### src/rtl/axi4_stream_align_pkg.sv
// -----------------------------------------------------------------------------
// axi4_stream_align_pkg
//   Shared types and byte-count helpers for the AXI4-Stream byte align block.
//   The same helpers are meant to be reused by the companion byte-shift block.
//
//   Contents:
//     align_state_e : aligner FSM states (idle / run / flush)
//     tail_bytes()  : bytes on the final beat when the tail fits the combined word
//     flush_bytes() : bytes carried out by the trailing flush beat
//     needs_flush() : true when the held beat still has bytes past the strip point
// -----------------------------------------------------------------------------
package axi4_stream_align_pkg;

   typedef enum logic [1:0] {
      StIdle,
      StRun,
      StFlush
   } align_state_e;

   // Final beat produced from hold + last input beat: the hold contributes
   // w - shift bytes and the last beat contributes rx_last bytes.
   function automatic int unsigned tail_bytes(input int unsigned w,
                                              input int unsigned shift,
                                              input int unsigned rx_last);
      return w - shift + rx_last;
   endfunction

   function automatic int unsigned flush_bytes(input int unsigned rx,
                                               input int unsigned shift);
      return rx - shift;
   endfunction

   function automatic bit needs_flush(input int unsigned rx,
                                      input int unsigned shift);
      return rx > shift;
   endfunction

endpackage

### src/rtl/axi4_stream_lmo_cnt.sv
// -----------------------------------------------------------------------------
// axi4_stream_lmo_cnt
//   Combinational byte counter for a tkeep vector: returns the index of the
//   leftmost set bit plus one, so every lane below it counts as significant.
//   An all-zero vector counts as zero bytes.
//
//   Ports:
//     keep_i : tkeep of one beat
//     cnt_o  : number of significant bytes (0 .. KEEP_WIDTH)
// -----------------------------------------------------------------------------
module axi4_stream_lmo_cnt #(
   parameter int unsigned KEEP_WIDTH = 4,
   parameter int unsigned CNT_WIDTH  = $clog2(KEEP_WIDTH + 1)
) (
   input  logic [KEEP_WIDTH-1:0] keep_i,
   output logic [CNT_WIDTH-1:0]  cnt_o
);

   always_comb begin
      cnt_o = '0;
      for (int unsigned i = 0; i < KEEP_WIDTH; i++) begin
         if (keep_i[i]) begin
            cnt_o = CNT_WIDTH'(i + 1);
         end
      end
   end

endmodule

### src/rtl/axi4_stream_byte_align.sv
// -----------------------------------------------------------------------------
// axi4_stream_byte_align
//   Drops shift_i leading bytes from each AXI4-Stream packet and repacks the
//   rest so the output packet starts on byte lane 0. The shift, tid, tdest and
//   tuser are captured on the first beat and held for the whole packet.
//   The output stream is fully registered.
//
//   Ports:
//     clk_i, rst_i            : clock, asynchronous active-high reset
//     shift_i                 : leading bytes to drop, sampled on first beat
//     pkt_i_*                 : slave stream (tvalid/tready/tdata/tkeep/tstrb/
//                               tlast/tid/tdest/tuser)
//     pkt_o_*                 : master stream, same signal set, registered
// -----------------------------------------------------------------------------
module axi4_stream_byte_align
   import axi4_stream_align_pkg::*;
#(
   parameter int unsigned DATA_WIDTH     = 32,
   parameter int unsigned ID_WIDTH       = 1,
   parameter int unsigned DEST_WIDTH     = 1,
   parameter int unsigned USER_WIDTH     = 1,
   parameter int unsigned DATA_WIDTH_B   = DATA_WIDTH / 8,
   parameter int unsigned DATA_WIDTH_B_W = $clog2(DATA_WIDTH_B)
) (
   input  logic                      clk_i,
   input  logic                      rst_i,
   input  logic [DATA_WIDTH_B_W-1:0] shift_i,

   input  logic                      pkt_i_tvalid,
   output logic                      pkt_i_tready,
   input  logic [DATA_WIDTH-1:0]     pkt_i_tdata,
   input  logic [DATA_WIDTH_B-1:0]   pkt_i_tkeep,
   input  logic [DATA_WIDTH_B-1:0]   pkt_i_tstrb,
   input  logic                      pkt_i_tlast,
   input  logic [ID_WIDTH-1:0]       pkt_i_tid,
   input  logic [DEST_WIDTH-1:0]     pkt_i_tdest,
   input  logic [USER_WIDTH-1:0]     pkt_i_tuser,

   output logic                      pkt_o_tvalid,
   input  logic                      pkt_o_tready,
   output logic [DATA_WIDTH-1:0]     pkt_o_tdata,
   output logic [DATA_WIDTH_B-1:0]   pkt_o_tkeep,
   output logic [DATA_WIDTH_B-1:0]   pkt_o_tstrb,
   output logic                      pkt_o_tlast,
   output logic [ID_WIDTH-1:0]       pkt_o_tid,
   output logic [DEST_WIDTH-1:0]     pkt_o_tdest,
   output logic [USER_WIDTH-1:0]     pkt_o_tuser
);

   localparam int unsigned CntW = $clog2(DATA_WIDTH_B + 1);

   // Packet state
   align_state_e              st_q, st_d;
   logic [DATA_WIDTH-1:0]     hold_data_q, hold_data_d;
   logic [DATA_WIDTH_B-1:0]   hold_strb_q, hold_strb_d;
   logic [CntW-1:0]           hold_bytes_q, hold_bytes_d;
   logic [DATA_WIDTH_B_W-1:0] shift_lock_q, shift_lock_d;
   logic [ID_WIDTH-1:0]       meta_id_q, meta_id_d;
   logic [DEST_WIDTH-1:0]     meta_dest_q, meta_dest_d;
   logic [USER_WIDTH-1:0]     meta_user_q, meta_user_d;

   // Output register
   logic                      out_valid_q, out_valid_d;
   logic [DATA_WIDTH-1:0]     out_data_q, out_data_d;
   logic [DATA_WIDTH_B-1:0]   out_keep_q, out_keep_d;
   logic [DATA_WIDTH_B-1:0]   out_strb_q, out_strb_d;
   logic                      out_last_q, out_last_d;
   logic [ID_WIDTH-1:0]       out_id_q, out_id_d;
   logic [DEST_WIDTH-1:0]     out_dest_q, out_dest_d;
   logic [USER_WIDTH-1:0]     out_user_q, out_user_d;

   // Beat being loaded into the output register
   logic                      load;
   logic [DATA_WIDTH-1:0]     ld_data;
   logic [DATA_WIDTH_B-1:0]   ld_strb;
   logic [DATA_WIDTH_B-1:0]   ld_mask;
   logic [CntW-1:0]           ld_bytes;
   logic                      ld_last;

   logic                      out_free;
   logic                      in_accept;
   logic [CntW-1:0]           rx_cnt;
   logic [DATA_WIDTH-1:0]     comb_data;
   logic [DATA_WIDTH_B-1:0]   comb_strb;
   logic [DATA_WIDTH-1:0]     flush_data;
   logic [DATA_WIDTH_B-1:0]   flush_strb;

   axi4_stream_lmo_cnt #(
      .KEEP_WIDTH (DATA_WIDTH_B),
      .CNT_WIDTH  (CntW)
   ) u_lmo_cnt (
      .keep_i (pkt_i_tkeep),
      .cnt_o  (rx_cnt)
   );

   assign out_free     = !out_valid_q || pkt_o_tready;
   assign pkt_i_tready = (st_q != StFlush) && out_free;
   assign in_accept    = pkt_i_tvalid && pkt_i_tready;

   // Combined word: the held beat sits in the low half, the new beat above it,
   // so shifting right by the strip amount yields the next aligned word.
   assign comb_data  = DATA_WIDTH'({pkt_i_tdata, hold_data_q} >> {shift_lock_q, 3'b000});
   assign comb_strb  = DATA_WIDTH_B'({pkt_i_tstrb, hold_strb_q} >> shift_lock_q);
   assign flush_data = hold_data_q >> {shift_lock_q, 3'b000};
   assign flush_strb = hold_strb_q >> shift_lock_q;

   always_comb begin
      st_d         = st_q;
      hold_data_d  = hold_data_q;
      hold_strb_d  = hold_strb_q;
      hold_bytes_d = hold_bytes_q;
      shift_lock_d = shift_lock_q;
      meta_id_d    = meta_id_q;
      meta_dest_d  = meta_dest_q;
      meta_user_d  = meta_user_q;
      load         = 1'b0;
      ld_data      = comb_data;
      ld_strb      = comb_strb;
      ld_bytes     = CntW'(DATA_WIDTH_B);
      ld_last      = 1'b0;

      unique case (st_q)
         StIdle: begin
            if (in_accept) begin
               hold_data_d  = pkt_i_tdata;
               hold_strb_d  = pkt_i_tstrb;
               hold_bytes_d = rx_cnt;
               shift_lock_d = shift_i;
               meta_id_d    = pkt_i_tid;
               meta_dest_d  = pkt_i_tdest;
               meta_user_d  = pkt_i_tuser;
               if (pkt_i_tlast) begin
                  // Single-beat packet: either flush what survives the strip
                  // or drop the packet entirely.
                  if (needs_flush(32'(rx_cnt), 32'(shift_i))) begin
                     st_d = StFlush;
                  end
               end else begin
                  st_d = StRun;
               end
            end
         end

         StRun: begin
            if (in_accept) begin
               load        = 1'b1;
               hold_data_d = pkt_i_tdata;
               hold_strb_d = pkt_i_tstrb;
               if (pkt_i_tlast) begin
                  if (needs_flush(32'(rx_cnt), 32'(shift_lock_q))) begin
                     hold_bytes_d = rx_cnt;
                     st_d         = StFlush;
                  end else begin
                     ld_last  = 1'b1;
                     ld_bytes = CntW'(tail_bytes(DATA_WIDTH_B, 32'(shift_lock_q), 32'(rx_cnt)));
                     st_d     = StIdle;
                  end
               end
            end
         end

         StFlush: begin
            if (out_free) begin
               load     = 1'b1;
               ld_data  = flush_data;
               ld_strb  = flush_strb;
               ld_bytes = CntW'(flush_bytes(32'(hold_bytes_q), 32'(shift_lock_q)));
               ld_last  = 1'b1;
               st_d     = StIdle;
            end
         end

         default: begin
            st_d = StIdle;
         end
      endcase
   end

   always_comb begin
      ld_mask = '0;
      for (int unsigned i = 0; i < DATA_WIDTH_B; i++) begin
         ld_mask[i] = (ld_bytes > CntW'(i));
      end
   end

   always_comb begin
      out_valid_d = out_valid_q && !pkt_o_tready;
      out_data_d  = out_data_q;
      out_keep_d  = out_keep_q;
      out_strb_d  = out_strb_q;
      out_last_d  = out_last_q;
      out_id_d    = out_id_q;
      out_dest_d  = out_dest_q;
      out_user_d  = out_user_q;
      if (load) begin
         out_valid_d = 1'b1;
         out_data_d  = ld_data;
         out_keep_d  = ld_mask;
         out_strb_d  = ld_strb & ld_mask;
         out_last_d  = ld_last;
         out_id_d    = meta_id_q;
         out_dest_d  = meta_dest_q;
         out_user_d  = meta_user_q;
      end
   end

   always_ff @(posedge clk_i or posedge rst_i) begin
      if (rst_i) begin
         st_q         <= StIdle;
         hold_data_q  <= '0;
         hold_strb_q  <= '0;
         hold_bytes_q <= '0;
         shift_lock_q <= '0;
         meta_id_q    <= '0;
         meta_dest_q  <= '0;
         meta_user_q  <= '0;
         out_valid_q  <= 1'b0;
         out_data_q   <= '0;
         out_keep_q   <= '0;
         out_strb_q   <= '0;
         out_last_q   <= 1'b0;
         out_id_q     <= '0;
         out_dest_q   <= '0;
         out_user_q   <= '0;
      end else begin
         st_q         <= st_d;
         hold_data_q  <= hold_data_d;
         hold_strb_q  <= hold_strb_d;
         hold_bytes_q <= hold_bytes_d;
         shift_lock_q <= shift_lock_d;
         meta_id_q    <= meta_id_d;
         meta_dest_q  <= meta_dest_d;
         meta_user_q  <= meta_user_d;
         out_valid_q  <= out_valid_d;
         out_data_q   <= out_data_d;
         out_keep_q   <= out_keep_d;
         out_strb_q   <= out_strb_d;
         out_last_q   <= out_last_d;
         out_id_q     <= out_id_d;
         out_dest_q   <= out_dest_d;
         out_user_q   <= out_user_d;
      end
   end

   assign pkt_o_tvalid = out_valid_q;
   assign pkt_o_tdata  = out_data_q;
   assign pkt_o_tkeep  = out_keep_q;
   assign pkt_o_tstrb  = out_strb_q;
   assign pkt_o_tlast  = out_last_q;
   assign pkt_o_tid    = out_id_q;
   assign pkt_o_tdest  = out_dest_q;
   assign pkt_o_tuser  = out_user_q;

endmodule

### config.mk
export PLATFORM = sky130hd
export DESIGN_NAME = axi4_stream_byte_align
export DESIGN_NICKNAME = d
export VERILOG_FILES = /design/src/rtl/axi4_stream_align_pkg.sv /design/src/rtl/axi4_stream_lmo_cnt.sv /design/src/rtl/axi4_stream_byte_align.sv
export SDC_FILE = /design/constraint.sdc
export NUM_CORES = 1
export LEC_CHECK = 0
export BUFFER_PORTS_ARGS = -buffer_cell sky130_fd_sc_hd__buf_2
export CORE_ASPECT_RATIO = 0.9
export CORE_MARGIN = 5
export CORE_UTILIZATION = 41
export CTS_CLUSTER_DIAMETER = 60
export CTS_CLUSTER_SIZE = 25
export DETAILED_ROUTE_END_ITERATION = 10
export PLACE_DENSITY_LB_ADDON = 0.1
export SLEW_MARGIN = 5
export SYNTH_ARGS = -nofsm -noshare
export SYNTH_HDL_FRONTEND = slang
export SYNTH_SLANG_ARGS = --single-unit
### constraint.sdc
create_clock -name clk_i -period 2.85 [get_ports clk_i]
set_clock_uncertainty 0.1 [all_clocks]
set_input_delay 0.285 -clock clk_i [delete_from_list [all_inputs] [get_ports clk_i]]
set_output_delay 0.285 -clock clk_i [all_outputs]
set_load 0.05 [all_outputs]
# Word-level counts from Yosys, hierarchy flattened
# Index checks and enable logic that the tools add are counted.
[classes]
add_sub_neg = 3
magnitude_cmp = 6
eq_ne = 9
shifts = 4
muxes = 34
bitwise = 1
n_reduce_logical = 13
[op_table]
columns = ["cell", "n"]
rows = [
  ["$mux 32", 2],
  ["$shr 64x5->32", 1],
  ["$shr 32x5->32", 1],
  ["$mux 3", 9],
  ["$mux 2", 9],
  ["$ne 2x2->1 const B", 6],
  ["$pmux 3 s2", 2],
  ["$reduce_and 5->1", 2],
  ["$mux 4", 2],
  ["$shr 8x2->4", 1],
  ["$mux 1", 7],
  ["$gt 3x1->1 const B", 2],
  ["$gt 3x2->1", 2],
  ["$gt 3x2->1 const B", 2],
  ["$pmux 2 s3", 1],
  ["$and 4x4->4", 1],
  ["$pmux 1 s2", 2],
  ["$reduce_and 2->1", 2],
  ["$shr 4x2->4", 1],
  ["$add 3x3->3", 1],
  ["$logic_and 1x1->1", 3],
  ["$ne 3x3->1 const B", 1],
  ["$sub 3x2->3", 1],
  ["$sub 3x2->3 const A", 1],
  ["7 further kinds", 8],
]
[totals]
register_bits = 91
in_bits = 50
output_inout_bits = 46

# Longest topological paths before layout
# Gate-level depths: netlist (run 1).
[depth]
depth_word = 11
mapped_depth = 10
depth_no_buf = 10

# Modules after synthesis
# Synthesis (run 1) repeated with hierarchy kept, for this count alone.
[hier_totals]
cells_unflattened = 490
hier_area_um2 = 4870.9
[modules_own_cells]
columns = ["module", "instances", "cells_per_inst", "area_per_inst_um2", "seq_area_each_um2"]
rows = [
  ["axi4_stream_byte_align", 1, 484, 4837.1, 2277.2],
  ["axi4_stream_lmo_cnt", 1, 6, 33.8, 0.0],
]

# Worst setup path before layout (run 1)
# OpenSTA, ideal clock, no wires.
[synth_path]
kind = "flip-flop to flip-flop"
start = "reg shift_lock_q[1]"
end = "reg out_keep_q[1], in the netlist pkt_o_tkeep[1]"
setup_time_ns = 0.132
arrival_time_ns = 2.196
path_slack_ns = 0.422
path_stages_with_launch = 10
synth_period_minus_slack_ns = 2.428
cell_sequence = "dfrtp_1 -> clkbuf_1 -> inv_1 -> ha_1 -> ha_1 -> xor2_1 -> o41ai_2 -> nand3_2 -> a2111oi_2 -> nor2_1"
[synth_via]
elab_chain_cells = 7
elab_cells_between_ends = 10
cone_classes = "3 x add/sub; 2 x order compare; 5 x mux"
[synth_lines]
columns = ["item", "line_no", "source"]
rows = [
  ["from (decl)", "axi4_stream_byte_align.sv:57", "logic [DATA_WIDTH_B_W-1:0] shift_lock_q, shift_lock_d;"],
  ["from (signal assigned)", "axi4_stream_byte_align.sv:230", "shift_lock_q <= shift_lock_d;"],
  ["$sub 3x2->3", "axi4_stream_align_pkg.sv:25", "return w - shift + rx_last;"],
  ["$add 3x3->3", "axi4_stream_align_pkg.sv:25", ""],
  ["$mux 3", "axi4_stream_byte_align.sv:150", "if (needs_flush(32'(rx_cnt), 32'(shift_lock_q))) begin"],
  ["$mux 3", "axi4_stream_byte_align.sv:149", "if (pkt_i_tlast) begin"],
  ["$mux 3", "axi4_stream_byte_align.sv:145", "if (in_accept) begin"],
  ["$pmux 3 s2 *", "axi4_stream_byte_align.sv:122", "unique case (st_q)"],
  ["$gt 3x1->1 *", "axi4_stream_byte_align.sv:182", "ld_mask[i] = (ld_bytes > CntW'(i));"],
  ["to (signal assigned)", "axi4_stream_byte_align.sv:236", "out_keep_q <= out_keep_d;"],
  ["to (decl)", "axi4_stream_byte_align.sv:65", "logic [DATA_WIDTH_B-1:0] out_keep_q, out_keep_d;"],
]
# Mark *: on every way between the ends. The rest lies on a longest branch, timed or not.
# A chain may end at the register's enable or synchronous reset.

# Worst setup path in the final report (run 1)
# Ends and elaborated chain as after synthesis.

==> results by group, run 1 <==
Synth
  – Warning count from the yosys run: 0
  – Share of flip-flops with an asynchronous set or reset after synthesis: 1.00
  – Predominant post-synthesis flop cell: sky130_fd_sc_hd__dfrtp_1
  – Syn_nets: 533
  – Cell area after technology mapping: 4900 um2
  – Synthesized-area fraction occupied by and/or/nand/nor cells: 0.119
  – Adder and majority cell fraction of the synthesized area: 0.0296
  – Share of synthesized area occupied by flip-flops and latches: 0.465
  – Fraction of the mapped netlist area in compound gates: 0.157
  – Number of synthesized register bits: 91
  – Synthesized instance count: 472
  – Number of unique standard cell types used by synthesis: 51
  – EDFF count, synth: 0
  – Multiplexer share of the synthesized area: 0.178
  – Combinational family with the most area after synthesis: multiplexers
  – Synthesized area per cell: ~10 um2
  – Post-synthesis share of cell area spent on xor and xnor gates: 0.00358

Layout
  – Commonest cells after routing, fill and taps aside: sky130_fd_sc_hd__buf_2, sky130_fd_sc_hd__dfrtp_1, sky130_fd_sc_hd__nand2_1
  – Fillcell total: roughly 1100
  – Area grow syn2layout: 19.5%
  – Fraction of layout instances using a drive strength above 1: 0.345
  – Antenna fix cells: 0
  – Net count of the finished layout: 617
  – Most common cell after layout, fill and taps aside: sky130_fd_sc_hd__buf_2

Worst setup path
  – Buffers plus inverters on the worst setup path: 1
  – Worst-path cell with the longest stage delay: sky130_fd_sc_hd__a2111oi_2
  – Top Family by Delay on Critical Path: compound AO/OA/AOI/OAI gates
  – Slack of the worst reg-to-reg path: 0.38 ns
  – Critical path data arrival time: 2.59 ns
  – Required time of the critical path: 2.97 ns
  – Crit Reg-Reg Startpoint: shift_lock_q[1]$_DFFE_PP0P_
  – Logic depth of the worst register-to-register path: 8
  – Capturing element type of the critical path: register
  – Delay of the slowest critical-path stage: a little over 0.4 ns
  – Top cell by count, worst path: sky130_fd_sc_hd__ha_1
  – Crit path max fanout: 6
  – CP Class: reg -> reg
  – Endpoint of the most critical register-to-register path: pkt_o_tkeep[1]$_DFFE_PP0P_
  – List of cells traversed by the critical path: inv_1, ha_1, ha_1, xor2_1, o41ai_2, nand3_2, a2111oi_2, nor2_1
  – Crit start category: register
  – First element of the critical path: shift_lock_q[1]$_DFFE_PP0P_

Floorplanning
  – Die area: 14200 um2
  – Initial Utilization: 0.423
  – Placement row count: 37
  – Core ar.: 11600 um2
  – Total I/O pin count: 96
  – Overall die width: 125 um
  – Die Y: 114 um

Timing
  – Count of pins over their slew limit: 0
  – Aggregate negative setup slack: 0 ns
  – Max frequency: 405 MHz
  – Relative slew slack: 0.446
  – Final worst path period need: 2.47 ns
  – Worst slew pin tran: 0.832 ns
  – Final cycle utilization of the critical path: 0.867
  – Count of endpoints failing hold in the final timing report: 0
  – Final Setup Violations: 0
  – Setup repair after global routing missed its margin: false

Status
  – Run status: finished clean

Route
  – Violation count after the first detailed-routing iteration: 200
  – Total Routed Length: 12400 um
  – Detailed-route DRC error count: 0
  – Router iterations before antenna repair: 4
  – Vias post-DR: ~3800
  – DR vias/cell: 5.31
  – Post-DR wirelength/cell: 17.3 um
  – DRT antenna net count: 0

Pwr
  – Pwr per Cell Area: between 1000 and 1500 nW/um2
  – Post-layout total power: ~8.4 mW
  – IR drop worst, VDD: 0.560 mV
  – Cell leakage power: 2.74 nW

Global routing
  – Vias in the first global route: 3706
  – Gr ovfl total: 0
  – Pin count of the biggest net entering global routing: 73
  – All-Layer GR Usage: 0.179
  – Initial antenna violation count: 0
  – First-pass GRT wire length: 20100 um

CTS
  – Num CTS Buffers: 9
  – Maximum number of buffers from clock root to sink: 2
  – Hold Buf Count CTS: 1
  – Post-CTS setup buffers: 0
  – Worst-skew pair later-pin latency: around 0.35 ns
  – Number of clock sinks seen by CTS: 91
  – TritonCTS clock tree: done
  – H-tree depth: 3
  – Clock slew seen by the registers of the worst setup and hold paths: 0.07 ns
  – Buffer type at the clock tree root: sky130_fd_sc_hd__clkbuf_16
  – Cts repair resizes: 0

Min path
  – Origin of the worst min-delay path: pkt_i_tdata[31]
  – Worst Hold Depth: 3
  – Hold crit path type: in -> reg
  – Worst-case hold path end point: hold_data_q[31]$_DFFE_PP0P_

Job
  – Number of max-cap violations: 0

Placement
  – Half-perimeter wire length after placement: 9140 um
  – Count of input and output buffers: 95
  – GP Congestion: between 0.8 and 0.9
-- state kept, by name, summed over array words and instances, names as in the netlist, 2 cells and up --
signal	count
pkt_o_tdata	32
hold_data_q	32
hold_strb_q	4
hold_bytes_q	3
st_q	2
shift_lock_q	2
pkt_o_tstrb	4
pkt_o_tkeep	4
-- synth_stat cells, types with 2 or more instances --
cell,number,area (um2)
sky130_fd_sc_hd__dfrtp_1,91,2280
sky130_fd_sc_hd__nand2_1,64,240
sky130_fd_sc_hd__mux2_2,58,653
sky130_fd_sc_hd__o21ai_0,42,210
sky130_fd_sc_hd__mux2i_1,22,220
sky130_fd_sc_hd__nor2b_1,18,113
sky130_fd_sc_hd__a211oi_1,17,128
sky130_fd_sc_hd__nor2_1,16,60.1
sky130_fd_sc_hd__clkbuf_1,15,56.3
sky130_fd_sc_hd__inv_1,15,56.3
sky130_fd_sc_hd__buf_2,12,60.1
sky130_fd_sc_hd__ha_1,10,125
sky130_fd_sc_hd__a21o_1,9,67.6
sky130_fd_sc_hd__a21oi_1,9,45.0
sky130_fd_sc_hd__a31oi_1,8,50.1
sky130_fd_sc_hd__o21a_1,8,60.1
sky130_fd_sc_hd__nand3_1,7,35.0
sky130_fd_sc_hd__o211ai_1,7,52.6
sky130_fd_sc_hd__buf_6,3,33.8
sky130_fd_sc_hd__nand2b_1,3,18.8
sky130_fd_sc_hd__a211o_1,2,17.5
sky130_fd_sc_hd__buf_1,2,7.51
sky130_fd_sc_hd__buf_4,2,15.0
sky130_fd_sc_hd__nand3_2,2,20.0
sky130_fd_sc_hd__nand4b_1,2,17.5
sky130_fd_sc_hd__nor3_1,2,10.0
sky130_fd_sc_hd__nor4_1,2,12.5
-- routing by layer --
layer  GRT usage  wire (um)  vias to the layer above
li1            -          -                     1847
met1       0.281       6630                     1843
met2       0.237       4880                       99
met3      0.0487        720                       14
met4      0.0535        185                        0
met5           0          0                        -
-- worst register-to-register path, delay by kind of cell, from the launching register on --
family,cells,cell delay [ns]
AOI/OAI and AO/OA,2,0.71
xor gates and xnor gates,1,0.17
adders and majority gates,2,0.50
buffers and inverters,1,0.17
DFF,1,0.40
and+or+nand+nor,2,0.29
-- final cells by class --
class / instances / area, um2 / share of cell area
tap: 156 / 195 / 0.0334
sequential: 91 / 2280 / 0.390
timing repair buffer: 107 / 606 / 0.104
clock buffer: 9 / 225 / 0.0385
multi-input combinational: 332 / 2400 / 0.410
inverter: 15 / 57.6 / 0.00984
clock inverter: 6 / 90.1 / 0.0154
-- worst max path at each step --
stage	end	slack, ns	cells after the start
6_report	pkt_o_tkeep[1]$_DFFE_PP0P_	0.38	8
3_5_place_dp	pkt_o_tkeep[1]$_DFFE_PP0P_	0.12	11
2_1_floorplan	hold_bytes_q[0]$_DFFE_PP0P_	0.10	1
5_1_grt	pkt_o_tstrb[0]$_DFFE_PP0P_	0.19	8
4_1_cts	pkt_o_tkeep[1]$_DFFE_PP0P_	0.36	8
3_3_place_gp	pkt_o_tkeep[1]$_DFFE_PP0P_	0.23	11
-- per-stage QoR --
stage,setup WS [ns],cell area [um2],cells,utilization,hold WS [ns]
after floorplan,0.101,4900,472,-,0.302
after global placement,0.235,5530,700,0.477,0.352
after detailed placement,0.117,5530,700,0.477,0.356
after CTS,0.358,5850,716,0.506,0.0399
after global routing,0.193,5850,716,0.506,0.0547
final,0.380,5850,716,0.506,0.0571
-- kinds of logic after synthesis --
logic type | count (synthesis)
buffers and inverters | 49
adder cells (fa/ha/maj) | 11
XOR/XNOR | 2
flip-flops | 91
AO/OA/AOI/OAI | 116
AND/OR/NAND/NOR | 123
multiplexers | 80
-- power breakdown --
group	switching, mW	internal, mW
registers	0.408	1.95
clock network	0.509	0.766
logic	3.03	1.69
total	3.95	4.41
(Power assumes the default switching activity.)
==> run 2: changes to the inputs <==
--- a/config.mk
+++ b/config.mk
@@ -12,7 +12,7 @@
 export CTS_CLUSTER_DIAMETER = 60
 export CTS_CLUSTER_SIZE = 25
 export DETAILED_ROUTE_END_ITERATION = 10
-export PLACE_DENSITY_LB_ADDON = 0.1
+export PLACE_DENSITY_LB_ADDON = 0.12
 export SLEW_MARGIN = 5
 export SYNTH_ARGS = -nofsm -noshare
 export SYNTH_HDL_FRONTEND = slang
==> results by group, run 2 (same netlist as run 1, synthesis figures left out) <==
Status
  – Run status: finished with violations
  – Failing checks: negative hold slack

CTS
  – Cts repair resizes: 0
  – Hold Buf Count CTS: 0
  – Num CTS Buffers: 9
  – Clock slew seen by the registers of the worst setup and hold paths: 0.07 ns
  – Number of clock sinks seen by CTS: 91
  – H-tree depth: 3
  – Worst-skew pair later-pin latency: 0.34 ns
  – Post-CTS setup buffers: 0
  – TritonCTS clock tree: done
  – Maximum number of buffers from clock root to sink: 2
  – Buffer type at the clock tree root: sky130_fd_sc_hd__clkbuf_16

Timing
  – Final cycle utilization of the critical path: 0.881
  – Count of pins over their slew limit: 0
  – Count of endpoints failing hold in the final timing report: 22
  – Setup repair after global routing missed its margin: false
  – Worst slew pin tran: 0.821 ns
  – Worst hold margin: -0.0139 ns
  – Relative slew slack: 0.453
  – Final Setup Violations: 0
  – Aggregate negative setup slack: 0 ns
  – Final worst path period need: 2.51 ns
  – Max frequency: 398 MHz

Worst setup path
  – Crit Reg-Reg Startpoint: shift_lock_q[1]$_DFFE_PP0P_
  – Critical path data arrival time: 2.63 ns
  – Endpoint of the most critical register-to-register path: pkt_o_tkeep[1]$_DFFE_PP0P_
  – Crit start category: register
  – Required time of the critical path: 2.97 ns
  – Capturing element type of the critical path: register
  – Slack of the worst reg-to-reg path: 0.34 ns
  – First element of the critical path: shift_lock_q[1]$_DFFE_PP0P_
  – CP Class: reg -> reg
  – Capture point of the worst path: pkt_o_tkeep[1]$_DFFE_PP0P_
  – Logic depth of the worst register-to-register path: 8
  – Crit path max fanout: 6

Pwr
  – Part of the power in registers: 0.285
  – Clock network power share: 0.148
  – Part of the power in combinational logic: 0.566
  – IR drop worst, VDD: between 0.4 and 0.5 mV
  – Cell leakage power: ~2.7 nW
  – Pwr per Cell Area: ~1400 nW/um2
  – Switching component of the power: between 3 and 4 mW
  – Internal power: 4.35 mW
  – Net Sw Frac: 0.477

Min path
  – Hold crit path type: in -> async

Layout
  – Net count of the finished layout: ~620
  – Fraction of layout instances using a drive strength above 1: 0.346
  – Area grow syn2layout: 18.9%
  – Multi-input combinational cell area: 2400 um2
  – Most common cell after layout, fill and taps aside: sky130_fd_sc_hd__buf_2
  – Register area: 2280 um2
  – Commonest cells after routing, fill and taps aside: sky130_fd_sc_hd__buf_2, sky130_fd_sc_hd__dfrtp_1, sky130_fd_sc_hd__nand2_1
  – Antenna fix cells: 0
  – Fillcell total: roughly 1100

Floorplanning
  – Core ar.: between 10000 and 15000 um2
  – Die Y: 114 um
  – Placement row count: 37
  – Die area: roughly 14000 um2
  – Total I/O pin count: 96
  – Overall die width: roughly 130 um
  – Initial Utilization: 0.423

Route
  – Detailed-route DRC error count: 0
  – Router iterations before antenna repair: 4
  – Total Routed Length: 12300 um
  – DR vias/cell: 5.20
  – Violation count after the first detailed-routing iteration: 171
  – Vias post-DR: 3725
  – Post-DR wirelength/cell: 17.2 um
  – DRT antenna net count: 0

Job
  – Number of max-cap violations: 0

Global routing
  – Gr ovfl total: 0
  – First-pass GRT wire length: between 20000 and 25000 um
  – Initial antenna violation count: 0
  – Vias in the first global route: ~3700
  – Pin count of the biggest net entering global routing: 73
  – All-Layer GR Usage: 0.180

Placement
  – Count of input and output buffers: 95
  – Half-perimeter wire length after placement: 9150 um
  – GP Congestion: 0.832
run 2: cell count changes in the layout (fill, tap and decap cells not counted), sizes merged:
cell,delta
clkinvlp,+1
dlygate4sd3,-1
clkinv,-1
bufinv,-1
clkbuf,+1
inv,+1
run 2: per-layer routing:
layer / vias up / track usage / routed length (um) / part of all wire
li1: 1852 / - / - / -
met1: 1777 / 0.287 / 6690 / 0.54
met2: 83 / 0.235 / 4830 / 0.39
met3: 13 / 0.0538 / 681 / 0.055
met4: 0 / 0.0376 / 135 / 0.011
met5: - / 0 / 0 / 0
run 2: worst max-delay path, stage by stage (launching register included):
cell and delay [ns]:
sky130_fd_sc_hd__dfrtp_2 0.40, sky130_fd_sc_hd__inv_1 0.16, sky130_fd_sc_hd__ha_1 0.29, sky130_fd_sc_hd__ha_1 0.22
sky130_fd_sc_hd__xor2_1 0.17, sky130_fd_sc_hd__o41ai_2 0.33, sky130_fd_sc_hd__nand3_2 0.20, sky130_fd_sc_hd__a2111oi_2 0.43
sky130_fd_sc_hd__nor2_1 0.09
run 2: final cells by class:
type                            instances  share of cell area
Timing Repair Buffer                  106               0.100
Multi-Input combinational cell        332               0.412
Sequential cell                        91               0.391
Tap cell                              156              0.0335
Inverter                               15             0.00988
Clock inverter                          6              0.0122
Clock buffer                           10              0.0410
run 2: metrics by stage:
| step | utilization | cell area, um2 | setup WS [ns] | total power [mW] | cells |
|---|---|---|---|---|---|
| 6_report | 0.503 | 5820 | 0.340 | 8.32 | 716 |
| 5_1_grt | 0.503 | 5820 | 0.167 | 8.92 | 716 |
| 4_1_cts | 0.503 | 5820 | 0.318 | 8.37 | 716 |
| 3_5_place_dp | 0.476 | 5510 | 0.108 | 7.12 | 700 |
| 3_3_place_gp | 0.476 | 5510 | 0.206 | 7.02 | 700 |
| 2_1_floorplan | - | 4900 | 0.101 | 5.96 | 472 |
run 2: how the worst min path moves through the flow:
stage                                  endpoint  depth (start not counted)  slack (ns)                     from
finish               hold_strb_q[2]$_DFFE_PP0P_                          3       -0.01                    rst_i
global route        hold_bytes_q[0]$_DFFE_PP0P_                          3        0.04                    rst_i
global placement          pkt_o_tid$_DFFE_PP0P_                          2        0.35    meta_id_q$_DFFE_PP0P_
floorplan           hold_data_q[31]$_DFFE_PP0P_                          2        0.30          pkt_i_tdata[31]
CTS                  hold_strb_q[2]$_DFFE_PP0P_                          3       0.007                    rst_i
detailed placement      pkt_o_tdest$_DFFE_PP0P_                          2        0.36  meta_dest_q$_DFFE_PP0P_
run 2: power groups by stage:
stage / clock network [mW] / logic (mW) / registers (mW)
after floorplan: 0 / 2.68 / 3.29
after global placement: 0 / 4.66 / 2.36
after detailed placement: 0 / 4.72 / 2.40
after CTS: 1.27 / 4.73 / 2.37
after global routing: 1.32 / 5.16 / 2.45
final: 1.23 / 4.71 / 2.37
